File: src/rtl/cp0_pkg.sv
// Shared CP0 definitions: register addresses, exception codes, SR/Cause field layout.
package cp0_pkg;

  localparam logic [4:0] ADDR_BADVADDR = 5'd8;
  localparam logic [4:0] ADDR_SR       = 5'd12;
  localparam logic [4:0] ADDR_CAUSE    = 5'd13;
  localparam logic [4:0] ADDR_EPC      = 5'd14;
  localparam logic [4:0] ADDR_PRID     = 5'd15;

  typedef enum logic [4:0] {
    EXC_INT  = 5'd0,
    EXC_ADEL = 5'd4,
    EXC_ADES = 5'd5,
    EXC_RI   = 5'd10,
    EXC_OV   = 5'd12
  } exc_code_e;

  localparam int SR_IM_LO     = 10;
  localparam int SR_IM_HI     = 15;
  localparam int SR_EXL_BIT   = 1;
  localparam int SR_IE_BIT    = 0;
  localparam int CAUSE_BD_BIT = 31;
  localparam int CAUSE_IP_LO  = 10;
  localparam int CAUSE_IP_HI  = 15;
  localparam int CAUSE_EXC_LO = 2;
  localparam int CAUSE_EXC_HI = 6;

  function automatic logic [31:0] pack_sr(input logic [5:0] im, input logic exl, input logic ie);
    logic [31:0] v;
    v = 32'h0;
    v[SR_IM_HI:SR_IM_LO] = im;
    v[SR_EXL_BIT]        = exl;
    v[SR_IE_BIT]         = ie;
    return v;
  endfunction

  function automatic logic [31:0] pack_cause(input logic bd, input logic [5:0] ip, input logic [4:0] exc);
    logic [31:0] v;
    v = 32'h0;
    v[CAUSE_BD_BIT]              = bd;
    v[CAUSE_IP_HI:CAUSE_IP_LO]   = ip;
    v[CAUSE_EXC_HI:CAUSE_EXC_LO] = exc;
    return v;
  endfunction

endpackage

File: src/rtl/cp0_ctrl.sv
// CP0 controller: SR/Cause/EPC/PRId, interrupt/exception arbitration and pipeline flush request.
// Optional BadVAddr register (address 8) is enabled by defining CP0_BADVADDR_EN.
module cp0_ctrl
  import cp0_pkg::*;
#(
  parameter logic [31:0] PRID_VALUE = 32'h2001_0507
) (
  input  logic        clk,
  input  logic        reset,
  input  logic [4:0]  A1,
  input  logic [4:0]  A2,
  input  logic [31:0] DIn,
  input  logic        WE,
  input  logic [31:0] PC,
  input  logic        BD,
  input  logic [4:0]  ExcCode,
  input  logic [5:0]  HWInt,
  input  logic        EXLClr,
`ifdef CP0_BADVADDR_EN
  input  logic [31:0] BadVAddrIn,
`endif
  output logic        Req,
  output logic [31:0] EPCOut,
  output logic [31:0] DOut
);

  logic [5:0]  sr_im_r;
  logic        sr_exl_r;
  logic        sr_ie_r;
  logic        cause_bd_r;
  logic [5:0]  cause_ip_r;
  logic [4:0]  cause_exc_r;
  logic [31:0] epc_r;
`ifdef CP0_BADVADDR_EN
  logic [31:0] badvaddr_r;
  logic        addr_exc_s;
`endif

  logic        int_req_s;
  logic        exc_req_s;
  logic        req_s;
  logic [31:0] dout_s;

  // Request arbitration; EXL masks both sources so exceptions never nest.
  always_comb begin
    int_req_s = (|(HWInt & sr_im_r)) & sr_ie_r & ~sr_exl_r;
    exc_req_s = (ExcCode != 5'd0) & ~sr_exl_r;
    req_s     = int_req_s | exc_req_s;
  end

`ifdef CP0_BADVADDR_EN
  assign addr_exc_s = (ExcCode == EXC_ADEL) || (ExcCode == EXC_ADES);
`endif

  // Register update: reset, then exception entry, then mtc0 / eret.
  always_ff @(posedge clk) begin
    if (reset) begin
      sr_im_r     <= 6'd0;
      sr_exl_r    <= 1'b0;
      sr_ie_r     <= 1'b0;
      cause_bd_r  <= 1'b0;
      cause_ip_r  <= 6'd0;
      cause_exc_r <= 5'd0;
      epc_r       <= 32'h0;
`ifdef CP0_BADVADDR_EN
      badvaddr_r  <= 32'h0;
`endif
    end else begin
      cause_ip_r <= HWInt;
      if (req_s) begin
        sr_exl_r    <= 1'b1;
        cause_bd_r  <= BD;
        cause_exc_r <= int_req_s ? EXC_INT : ExcCode;
        epc_r       <= BD ? (PC - 32'd4) : PC;
`ifdef CP0_BADVADDR_EN
        if (!int_req_s && addr_exc_s) begin
          badvaddr_r <= BadVAddrIn;
        end
`endif
      end else begin
        if (WE) begin
          case (A2)
            ADDR_SR: begin
              sr_im_r  <= DIn[SR_IM_HI:SR_IM_LO];
              sr_exl_r <= DIn[SR_EXL_BIT];
              sr_ie_r  <= DIn[SR_IE_BIT];
            end
            ADDR_EPC: epc_r <= DIn;
            default: ;
          endcase
        end
        // eret clears EXL even if a same-edge mtc0 to SR tried to set it.
        if (EXLClr) begin
          sr_exl_r <= 1'b0;
        end
      end
    end
  end

  // mfc0 read mux; unmapped addresses read zero.
  always_comb begin
    dout_s = 32'h0;
    case (A1)
      ADDR_SR:       dout_s = pack_sr(sr_im_r, sr_exl_r, sr_ie_r);
      ADDR_CAUSE:    dout_s = pack_cause(cause_bd_r, cause_ip_r, cause_exc_r);
      ADDR_EPC:      dout_s = epc_r;
      ADDR_PRID:     dout_s = PRID_VALUE;
`ifdef CP0_BADVADDR_EN
      ADDR_BADVADDR: dout_s = badvaddr_r;
`endif
      default:       dout_s = 32'h0;
    endcase
  end

  assign Req    = req_s;
  assign EPCOut = epc_r;
  assign DOut   = dout_s;

endmodule

File: config.mk
export PLATFORM = sky130hd
export DESIGN_NAME = cp0_ctrl
export DESIGN_NICKNAME = d
export VERILOG_FILES = /design/src/rtl/cp0_pkg.sv /design/src/rtl/cp0_ctrl.sv
export SDC_FILE = /design/constraint.sdc
export NUM_CORES = 1
export LEC_CHECK = 0
export ABC_AREA = 0
export CAP_MARGIN = 15
export CELL_PAD_IN_SITES_DETAIL_PLACEMENT = 0
export CELL_PAD_IN_SITES_GLOBAL_PLACEMENT = 1
export CORE_MARGIN = 2
export CORE_UTILIZATION = 33
export DETAILED_ROUTE_END_ITERATION = 10
export MAX_ROUTING_LAYER = met4
export PLACE_DENSITY = 0.85
export SYNTH_ARGS = -nofsm -noshare
export SYNTH_HDL_FRONTEND = slang
export SYNTH_SLANG_ARGS = --single-unit
File: constraint.sdc
create_clock -name clk -period 4.05 [get_ports clk]
set_input_delay 0.405 -clock clk [delete_from_list [all_inputs] [get_ports clk]]
set_output_delay 0.405 -clock clk [all_outputs]
set_load 0.005 [all_outputs]
Word level (Yosys, flattened, before mapping):

Index checks and enable logic that the tools add are counted.

* input bits: 90
* ROM bits: 0
* logic and storage cells: 40
* bits in writable memories: 0
* register bits after elaboration: 52
* output and inout bits: 65
* latch bits: 0
* memories kept: 0

* magnitude comparators: 0
* multipliers: 0
* div/mod/pow operators: 0
* reductions and logical operators: 9
* mux-type cells: 10
* equal/unequal tests: 6
* add/sub/neg operators: 1
* shift operators: 0
* bitwise logic cells: 7

Operators with widths (number)
* $mux W32: 4
* $pmux W32 S4: 1
* $sub A32 B3 Y32 const B: 1
* $eq A5 B4 Y1 const B: 6
* $and A6 B6 Y6: 1
* $reduce_bool A3 Y1: 2
* $reduce_or A6 Y1: 1
* $mux W5: 1
* $reduce_bool A5 Y1: 1
* $mux W1: 4
* $reduce_and A2 Y1: 2
* $reduce_bool A2 Y1: 2
* $and A1 B1 Y1: 3
* $reduce_and A3 Y1: 1
* $not A1 Y1: 2
* $or A1 B1 Y1: 1

Logic depth before layout (Yosys ltp):

Gate-level depths: netlist of run 1.

* depth in word-level cells: 7
* mapped depth: 7
* depth with buffers taken out: 6

Least setup slack after synthesis of run 1:

Ideal clock, no wire load.

* kind: in2reg
* from: in PC[4]
* to: reg epc_r[24], in the netlist EPCOut[24]
* cell stages on the path: 7
* library setup time: 0.074 ns
* path slack: 1.820 ns
* required time: 3.976 ns
* arrival time: 2.156 ns
* cell sequence: buf_6 or3_1 buf_6 or4_4 buf_6 or4_1 a31oi_1

* cells in the longest elaborated chain, start to end: 3

RTL lines
* start, declared: line cp0_ctrl.sv:14 `input logic [31:0] PC,`
* $sub A32 B3 Y32: line cp0_ctrl.sv:74 `epc_r <= BD ? (PC - 32'd4) : PC;`
* $mux W32: line cp0_ctrl.sv:74
* $mux W32: line cp0_ctrl.sv:70 `if (req_s) begin`
* end signal, assigned: line cp0_ctrl.sv:74
* end signal, assigned: line cp0_ctrl.sv:88 `ADDR_EPC: epc_r <= DIn;`
* end, declared: line cp0_ctrl.sv:33 `logic [31:0] epc_r;`

Every way passes these cells.
A chain may end at the register's enable or synchronous reset.

Worst setup path in the final report of run 1:

* from: in A1[1]
* to: out DOut[3]

* cells in the longest elaborated chain, start to end: 2
* elaborated cells between the ends (all ways): 5

RTL lines
* start, declared: line cp0_ctrl.sv:10 `input logic [4:0] A1,`
* $eq A5 B4 Y1: line cp0_ctrl.sv:103 `case (A1)`
* $pmux W32 S4 *: line cp0_ctrl.sv:103
* end, declared: line cp0_ctrl.sv:24 `output logic [31:0] DOut`

Every way passes the cells marked *; elsewhere a longest branch is shown, timed or not.

==> results of run 1 <==
[worst max path at each step]
stage	endpoint	slack [ns]
after floorplan	EPCOut[24]	1.82
after global placement	EPCOut[31]	0.94
after detailed placement	EPCOut[25]	0.84
after CTS	DOut[3]	1.10
after global routing	EPCOut[31]	0.88
final	DOut[3]	1.10
[where the power goes]
part / total, mW / internal, mW / switching (mW)
combinational: 0.378 / 0.213 / 0.165
sequential: 0.588 / 0.550 / 0.0374
clock: 0.317 / 0.140 / 0.177
[logic make-up (layout without fill, tap and decap cells)]
family | count (synthesis) | in the layout | share of synthesized area, %
compound gates | 138 | 138 | 28.1
xor+xnor | 4 | 4 | 0.948
fa+ha+maj | 1 | 1 | 0.338
buf+inv | 56 | 185 | 6.36
flops | 52 | 52 | 28.2
mux | 26 | 26 | 7.04
simple gates | 178 | 178 | 29.0
[registers in the layout (all words and copies together) (netlist names)]
name,cells
EPCOut,32
cause_ip_r,6
sr_im_r,6
cause_exc_r,5
cause_bd_r,1
sr_exl_r,1
sr_ie_r,1
[worst max-delay path: stages]
cell and delay (ns):
clkdlybuf4s50_1 0.45, buf_4 0.19, nor2b_1 0.64, a22oi_1 0.19, nor2_1 0.14, clkdlybuf4s50_1 0.51
[cell type report]
cell class | count | area [sq um] | area share (%)
clock buffers | 6 | 82.6 | 1.52
clock inverters | 2 | 13.8 | 0.253
inverters | 10 | 37.5 | 0.691
multi-input cells | 347 | 2450 | 45.0
flip-flops and latches | 52 | 1040 | 19.2
well taps | 140 | 175 | 3.22
repair buffers | 167 | 1640 | 30.2
[cells in the final DEF, fill, tap and decap left out, types with 6 or more instances in the layout]
cell type        synthesis  layout
nor4_1                  12      12
nor3_1                   8       7
clkdlybuf4s50_1          0     154
nor2_1                  33      33
mux2i_1                 26      26
a2111oi_0                6       6
nor4b_1                 17      17
clkbuf_8                 0       6
a211oi_1                22      22
inv_1                    8       8
o41ai_1                 18      18
nor2b_1                  9       9
and2_1                  16      16
a22oi_1                  8       8
nand3_1                  7       7
buf_4                    0      13
a21oi_1                 15      14
or4_1                   19      19
nand4_1                  6       6
nand2_1                 23      23
a31oi_1                 15      15
o31ai_1                 15      15
dfxtp_1                 52      52
or3_1                    6       6
o31a_1                  20      20
[routing by layer]
metal / global-route usage (%) / vias to the layer above
li1: - / 2043
met1: 30.2 / 1947
met2: 35.7 / 133
met3: 2.43 / 20
met4: 6.87 / 0
met5: - / -
[stage by stage]
stage	hold slack, ns	instance area, sq um	instances
global placement	0.455	5340	716
global route	0.504	5440	724
finish	0.490	5440	724
CTS	0.484	5440	724
floorplan	0.444	3700	455
detailed placement	0.470	5340	716
==> results.md, run 1 <==
* Filler instances at 1,055
* Commonest cells post-synth: dfxtp_1, clkbuf_1, nor2_1, mux2i_1, nand2_1
* Sequential area share after synthesis at 28.2%
* Worst EP required at 3.64 ns
* CP Data Arrival Time at 2.54 ns
* Core Region at 0.0109 sq mm
* Top_reg_cell synth: dfxtp_1
* CTS clock-pin slew for the worst setup and hold paths at 0.10 ns
* Fin crit share at 72.7%
* Met2 WL at 6.45 mm
* Setup Fix Bufs, Post-CTS at 0
* Clock Skews at 0.0110 ns
* Final setup violation count at 0
* Clock buffer depth at 2
* Lkg Pwr at 1.71 nW
* Top layer in use: met4
* R2R depth at 5
* Final Hold Fails at 0
* Area fraction of the dominant cell type after synthesis at 28.2%
* Final Max Tran Viols at 0
* Synth top area cells: dfxtp_1, mux2i_1, o31a_1
* DR WL met3 at 748 um
* Critical path fanouts, max at 14
* Status: finished clean
* Synth cell types at 52
* Seq cells post-synth at 52
* Hold Path Cell Cnt at 2
* DRC Markers at 0
* Worst slack, placed at 0.840 ns
* I/O Pins at 155
* Via density at 5.72
* Total power at 1.28 mW
* Die Y at 110 um
* R2R Setup Slk at 1.93 ns
* Root Driver: clkbuf_8
* Port Buf Inserts at 154
* Dpl hpwl at 10.4 mm
* Setup crit end kind: output port
* Reg2reg end: sr_im_r[1]
* Fmax at 0.339 GHz
* Worst-Margin Slew at 0.967 ns
* Final min period at 2.95 ns
* Total GRT Usage at 22.5%
* Initial Utilization at 33.9%
* Max Cap Viol at 0
* Syn Inst Count at 455
* Clock sink count at 52
* Setup TNS at 0 ns
* Largest net degree at the start of global routing at 41
* Reg2reg start: sr_im_r[2]
* Synth Warn # at 0
* Area Growth Syn to Fin at 47.1%
* Headroom to the max-slew limit at 33.9%
* Asr flop ratio synth at 0%
* Gpl congestion at 0.943
* First-pass GRT wire length at 20.8 mm
* Count leader, synth: dfxtp_1
* Vias at 4,143
* Startpoint types: input pin
* Worst VDD drop at 0.143 mV
* Post_cts resized at 0
* HP Start: sr_ie_r
* Die width at 110 um
* Fin util at 49.9%
* Post-synthesis cell area at 0.00370 sq mm
* Drt first pass iters at 6
* Syn avg cell area at 8.12 sq um
* Post-synth net total at 546
* Crit path launch: A1[1]
* Clk Latency, worst-skew pair at 0.31 ns
* Die area at 0.0121 sq mm
* Number of global-route vias before repair at 3,857
* CTS Buf Count at 5
* Post-route worst setup slack at 1.10 ns
* H-tree Lvls at 2
* Setup CP Type: in -> out
* RSZ-0062 raised after global routing: false
* Initial antenna violation count at 0
* DRT iter0 DRCs at 204
* Hold_buf cts at 0
* Number of flops mapped to enable cells by yosys at 0
* Synth area leader: dfxtp_1
* Share of cells above drive strength 1 at 6.85%
* Met1 Wirelength at 6.04 mm
* Worst hold endpoint: sr_ie_r
* Ant. Diodes at 0
* Routed WL at 13.6 mm
* Post-layout nets at 674
* Worst min path class: reg -> reg
* WL/cell at 18.7 um
* TritonCTS clock tree: yes
* Site Rows at 38
* Total grt overflow at 0
* PwrDens at 236 mW/mm^2
* ANT nets after route at 0
No activity file was read; power rests on OpenSTA's default activity.
==> run 2: changes to the inputs <==
Settings changed: CORE_UTILIZATION 33 to 31, PLACE_DENSITY 0.85 to 0.81.
Clock period 4.05 ns to 3 ns, I/O delays scaled along.
==> run 2 against run 1 <==
Net effect: the flow now finishes with violations (design-rule violations); clock power rose by 72%; worst hold slack got worse by 0.012 ns; power rose by 45%; register-to-register slack got worse by 1.1 ns; flip-flop and latch count did not move; setup slack got worse by 0.76 ns; die area rose by 6.2%; routed wire length rose by 1.5%; highest routed layer unchanged.
==> results.md, run 2 (synthesized netlist as in run 1, its figures left out) <==
* CTS Buf Count at 5 (unchanged)
* H-tree Lvls at 2 (unchanged)
* Final Max Tran Viols at 0 (unchanged)
* Via density at 5.63 (was 5.72)
* Clock share of power at 29.3% (was 24.7%)
* Port Buf Inserts at 154 (unchanged)
* Crit path cell chain: clkdlybuf4s50_1 > or4_1 > o31a_1 > a2111oi_0 > buf_4 > a211oi_1 (was clkdlybuf4s50_1 > buf_4 > nor2b_1 > a22oi_1 > nor2_1 > clkdlybuf4s50_1)
* Setup crit end kind: flop (was output port)
* CP max stage delay at 0.76 ns (was 0.64 ns)
* Sw frac at 27.9% (was 29.6%)
* Cell family with most CP delay: compound AO/OA/AOI/OAI gates (was buffers and inverters)
* Final setup violation count at 0 (unchanged)
* Final min period at 2.66 ns
* Non-Filler Instances at 738 (was 724)
* Site Rows at 39 (was 38)
* I/O Pins at 155 (unchanged)
* Root Driver: clkbuf_16 (was clkbuf_8)
* Number of global-route vias before repair at 3,980 (was 3,857)
* Dpl hpwl at 10.9 mm (was 10.4 mm)
* Worst VDD drop at 0.216 mV (was 0.143 mV)
* Buf/Inv on CP at 2 (was 3)
* DRT iter0 DRCs at 251 (was 204)
* RSZ-0062 raised after global routing: false (unchanged)
* Ant. Diodes at 0 (unchanged)
* Core Region at 0.0115 sq mm (was 0.0109 sq mm)
* Worst-Margin Slew at 0.922 ns (was 0.967 ns)
* Dpl cell area at 0.00543 sq mm (was 0.00534 sq mm)
* Area Growth Syn to Fin at 50.7% (was 47.1%)
* Post-layout nets at 686 (was 674)
* Lkg Pwr at 1.78 nW (was 1.71 nW)
* Largest net degree at the start of global routing at 41 (unchanged)
* Fin crit share at 88.6%
* WL/cell at 18.7 um (about the same)
* Fmax at 0.376 GHz
* Drt first pass iters at 8 (was 6)
* CP max stage cell: a2111oi_0 (was nor2b_1)
* Setup TNS at 0 ns (unchanged)
* ANT nets after route at 0 (unchanged)
* Critical path fanouts, max at 8 (was 14)
* Final instance area at 0.00557 sq mm (was 0.00544 sq mm)
* Die Y at 113 um (was 110 um)
* Part of the power in registers at 42.6% (was 45.8%)
* Post_cts resized at 0 (unchanged)
* Setup CP Type: in -> reg (was in -> out)
* TritonCTS clock tree: yes (unchanged)
* PwrDens at 334 mW/mm^2 (was 236 mW/mm^2)
* Post-route worst setup slack at 0.341 ns (was 1.10 ns)
* CTS clock-pin slew for the worst setup and hold paths at 0.07 ns (was 0.10 ns)
* Die area at 0.0128 sq mm (was 0.0121 sq mm)
* Setup Fix Bufs, Post-CTS at 0 (unchanged)
* P_sw at 0.518 mW (was 0.380 mW)
* Total GRT Usage at 21.3% (was 22.5%)
* Initial Utilization at 32.1% (was 33.9%)
* Max reg flops at 32 (unchanged)
* Clock sink count at 52 (unchanged)
* Initial antenna violation count at 0 (unchanged)
* Final Hold Fails at 0 (unchanged)
* Worst slack, placed at 0.142 ns (was 0.840 ns)
* Failing checks: design-rule violations
* Clock Skews at 0.00920 ns (was 0.0110 ns)
* Final hold slack at 0.478 ns (was 0.490 ns)
* Hold_buf cts at 0 (unchanged)
* Worst EP required at 3.17 ns (was 3.64 ns)
* # placed instances at 731 (was 716)
* Commonest non-fill, non-tap cell in the layout: clkdlybuf4s50_1 (unchanged)
* Gpl congestion at 0.876 (was 0.943)
* Max Cap Viol at 0 (unchanged)
* Total grt overflow at 0 (unchanged)
* Clk Latency, worst-skew pair at 0.29 ns (was 0.31 ns)
* Worst min path class: reg -> reg (unchanged)
* Comb pwr share at 28.1% (was 29.5%)
* Clock buffer depth at 2 (unchanged)
* Startpoint types: input pin (unchanged)
* CP Data Arrival Time at 2.83 ns (was 2.54 ns)
* Share of cells above drive strength 1 at 8.57% (was 6.85%)
* Routed WL at 13.8 mm (was 13.6 mm)
* Status: finished, violations left (was finished clean)
* Commonest non-fill, non-tap cells in the layout: clkdlybuf4s50_1, dfxtp_1, nor2_1, mux2i_1, buf_4 (was clkdlybuf4s50_1, dfxtp_1, nor2_1, mux2i_1, nand2_1)
* Die width at 113 um (was 110 um)
* DRC Markers at 7 (was 0)
* P_int at 1.34 mW (was 0.903 mW)
* Vias at 4,154 (was 4,143)
* Headroom to the max-slew limit at 36.9% (was 33.9%)
* First-pass GRT wire length at 21.5 mm (was 20.8 mm)
-- run 2: changes by cell type in the layout (fill, tap and decap cells not counted) --
cell,before,now
clkbuf_8,6,0
buf_4,13,25
clkinvlp_4,0,1
clkbuf_16,0,5
inv_6,1,0
-- run 2: worst paths after layout --
| check | slack (ns) | from | endpoint | cells past startpoint |
|---|---|---|---|---|
| max | 0.34 | PC[4] | EPCOut[12] | 6 |
| min | 0.48 | sr_im_r[0] | sr_im_r[0] | 2 |
| max reg2reg | 0.87 | sr_im_r[3] | EPCOut[12] | 5 |
| min reg2reg | 0.48 | sr_im_r[0] | sr_im_r[0] | 2 |
-- run 2: layout make-up --
cell class,instances,area (sq um)
Fill cell,1143,5950
Multi-Input combinational cell,347,2450
Timing Repair Buffer,179,1730
Sequential cell,52,1040
Tap cell,143,179
Clock buffer,5,125
Inverter,10,37.5
Clock inverter,2,12.5
-- run 2: worst min-delay path: cells and delay by family (launching register included) --
kind | cells | cell delay, ns
DFF | 1 | 0.32
muxes | 1 | 0.05
and+or+nand+nor | 1 | 0.06
-- run 2: routing by layer --
layer	vias up	share of wire (%)	routed length, um	global-route usage, %
met5	-	0	0	-
met4	0	0.64	88	3.09
met3	6	4.3	590	1.71
met2	119	49	6690	35.4
met1	1970	46	6400	29.2
li1	2059	-	-	-
-- run 2: power groups by stage --
stage	registers [mW]	logic [mW]	clock network, mW
global placement	0.806	0.516	0
detailed placement	0.807	0.521	0
CTS	0.791	0.524	0.553
global route	0.798	0.564	0.582
floorplan	0.791	0.217	0
finish	0.792	0.523	0.544
-- run 2: metrics by stage --
stage / util, % / power [mW]
finish: 48.4 / 1.86
global route: 48.4 / 1.94
CTS: 48.4 / 1.87
detailed placement: 47.2 / 1.33
global placement: 47.2 / 1.32
floorplan: - / 1.01
==> run 3: changes to the inputs <==
Settings changed: CORE_ASPECT_RATIO set to 2.
==> run 3 against run 2 <==
Net effect: the flow now finishes without violations; setup slack better by 0.094 ns; power rose by 2.5%; clock-buffer cell count grew 2; utilization fell by 0.81 points.
==> results.md, run 3 (synthesized netlist as in run 1, its figures left out) <==
* Status: finished clean (was finished, violations left)
* Lkg Pwr at 1.77 nW (was 1.78 nW)
* HP Start: sr_im_r[5] (was sr_im_r[0])
* Setup crit end kind: output port (was flop)
* # placed instances at 730 (was 731)
* Initial antenna violation count at 1 (was 0)
* Die width at 81.2 um (was 113 um)
* Critical path fanouts, max at 10 (was 8)
* Cell mode on critical path: clkdlybuf4s50_1
* Setup TNS at 0 ns (unchanged)
* DRC Markers at 0 (was 7)
* Setup Fix Bufs, Post-CTS at 0 (unchanged)
* Gr busiest metal: met2 (unchanged)
* DRT iter0 DRCs at 263 (was 251)
* Die area at 0.0129 sq mm (was 0.0128 sq mm)
* Drt first pass iters at 5 (was 8)
* Area of the multi-input gates at 0.00245 sq mm (unchanged)
* Crit path cell chain: clkdlybuf4s50_1 > nor2b_1 > buf_4 > a21oi_1 > nor2_1 > clkdlybuf4s50_1 (was clkdlybuf4s50_1 > or4_1 > o31a_1 > a2111oi_0 > buf_4 > a211oi_1)
* Site Rows at 56 (was 39)
* Die Y at 158 um (was 113 um)
* Vias at 4,310 (was 4,154)
* Reg2reg start: sr_im_r[3] (unchanged)
* Non-Filler Instances at 739 (was 738)
* Area Growth Syn to Fin at 50.6% (was 50.7%)
* Commonest non-fill, non-tap cell in the layout: clkdlybuf4s50_1 (unchanged)
* Reg2reg end: EPCOut[12] (unchanged)
* Final min period at 2.56 ns (was 2.66 ns)
* Met2 Use GR at 39.7% (was 35.4%)
* Worst-Margin Slew at 0.990 ns (was 0.922 ns)
* Startpoint types: input pin (unchanged)
* R2R depth at 5 (unchanged)
* Post_cts resized at 0 (unchanged)
* Total grt overflow at 0 (unchanged)
* Dpl hpwl at 11.1 mm (was 10.9 mm)
* Filler instances at 1,160 (was 1,143)
* Gpl congestion at 0.935 (was 0.876)
* WL/cell at 19.5 um (was 18.7 um)
* Fmax at 0.390 GHz (was 0.376 GHz)
* Routed WL at 14.4 mm (was 13.8 mm)
* CP max stage delay at 0.59 ns (was 0.76 ns)
* Clock Skews at 0.00949 ns (was 0.00920 ns)
* Met3 usage at 2.32% (was 1.71%)
* Hold_buf cts at 0 (unchanged)
* Worst hold endpoint: sr_im_r[5] (was sr_im_r[0])
* Hold Path Cell Cnt at 2 (unchanged)
* Fin crit share at 85.5% (was 88.6%)
* H-tree Lvls at 2 (unchanged)
* Worst min path class: reg -> reg (unchanged)
* Root Driver: clkbuf_16 (unchanged)
* Via density at 5.83 (was 5.63)
* RSZ-0062 raised after global routing: false (unchanged)
* TritonCTS clock tree: yes (unchanged)
* Total GRT Usage at 23.0% (was 21.3%)
* Clock buffer depth at 2 (unchanged)
* Clock sink count at 52 (unchanged)
* PwrDens at 342 mW/mm^2 (was 334 mW/mm^2)
* Number of global-route vias before repair at 4,246 (was 3,980)
* I/O Pins at 155 (unchanged)
* Largest net degree at the start of global routing at 41 (unchanged)
* Commonest non-fill, non-tap cells in the layout: clkdlybuf4s50_1, dfxtp_1, nor2_1, mux2i_1, nand2_1 (was clkdlybuf4s50_1, dfxtp_1, nor2_1, mux2i_1, buf_4)
* Post-layout nets at 683 (was 686)
* Core Region at 0.0117 sq mm (was 0.0115 sq mm)
* Final Max Tran Viols at 0 (unchanged)
* CP max stage cell: clkdlybuf4s50_1 (was a2111oi_0)
* Worst EP required at 2.70 ns (was 3.17 ns)
* R2R Setup Slk at 1.09 ns (was 0.87 ns)
* Final Hold Fails at 0 (unchanged)
* Max reg flops at 32 (unchanged)
* Fin util at 47.6% (was 48.4%)
* Initial Utilization at 31.6% (was 32.1%)
* Final setup violation count at 0 (unchanged)
* ANT nets after route at 0 (unchanged)
* Sequential Area at 0.00104 sq mm (unchanged)
* Grt met1 use at 25.6% (was 29.2%)
* Setup CP Type: in -> out (was in -> reg)
* CP Data Arrival Time at 2.26 ns (was 2.83 ns)
* Worst VDD drop at 0.282 mV (was 0.216 mV)
* Max Cap Viol at 0 (unchanged)
* First-pass GRT wire length at 22.1 mm (was 21.5 mm)
* Port Buf Inserts at 154 (unchanged)
* Headroom to the max-slew limit at 33.9% (was 36.9%)
* Clk Latency, worst-skew pair at 0.30 ns (was 0.29 ns)
* CTS clock-pin slew for the worst setup and hold paths at 0.06 ns (was 0.07 ns)
* CTS Buf Count at 5 (unchanged)
* Share of cells above drive strength 1 at 8.09% (was 8.57%)
run 3: cell types whose count changed in the layout (fill, tap and decap cells not counted):
cell      change
buf_4         -3
clkbuf_8      +1
clkbuf_1      +1
clkinv_2      -1
diode_2       +1
run 3: cell type report:
| cell class | count | share of cell area, % |
|---|---|---|
| Timing Repair Buffer | 176 | 30.7 |
| Multi-Input combinational cell | 347 | 44.0 |
| Tap cell | 145 | 3.26 |
| Clock buffer | 7 | 2.56 |
| Antenna cell | 1 | 0.0450 |
| Sequential cell | 52 | 18.7 |
| Clock inverter | 1 | 0.135 |
| Inverter | 10 | 0.674 |
run 3: worst max-delay path: cells and delay by family:
kind	cells	cell delay [ns]
compound gates	1	0.07
buf+inv	3	1.33
simple gates	2	0.56
run 3: worst max-delay path by stage:
stage	from	depth (start not counted)	slack (ns)	end
detailed placement	PC[4]	6	0.31	EPCOut[12]
CTS	A1[0]	6	0.43	DOut[17]
global placement	PC[4]	6	0.32	EPCOut[12]
finish	A1[0]	6	0.44	DOut[15]
floorplan	PC[4]	7	0.87	EPCOut[24]
global route	A1[0]	6	0.29	DOut[15]
run 3: where the power goes:
group	switching, mW	internal (mW)
logic	0.226	0.291
registers	0.0525	0.743
clock network	0.260	0.333
run 3: through the flow:
step	hold slack [ns]	setup slack, ns	power (mW)	cell area (sq um)
3_3_place_gp	0.459	0.320	1.32	5410
3_5_place_dp	0.466	0.313	1.32	5410
5_1_grt	0.499	0.288	2.00	5570
2_1_floorplan	0.428	0.875	1.01	3700
6_report	0.478	0.435	1.91	5570
4_1_cts	0.475	0.433	1.91	5560
run 3: routing by layer:
layer	vias up	wire (um)
li1	2060	-
met5	-	0
met3	41	773
met4	0	735
met2	186	7580
met1	2023	5340
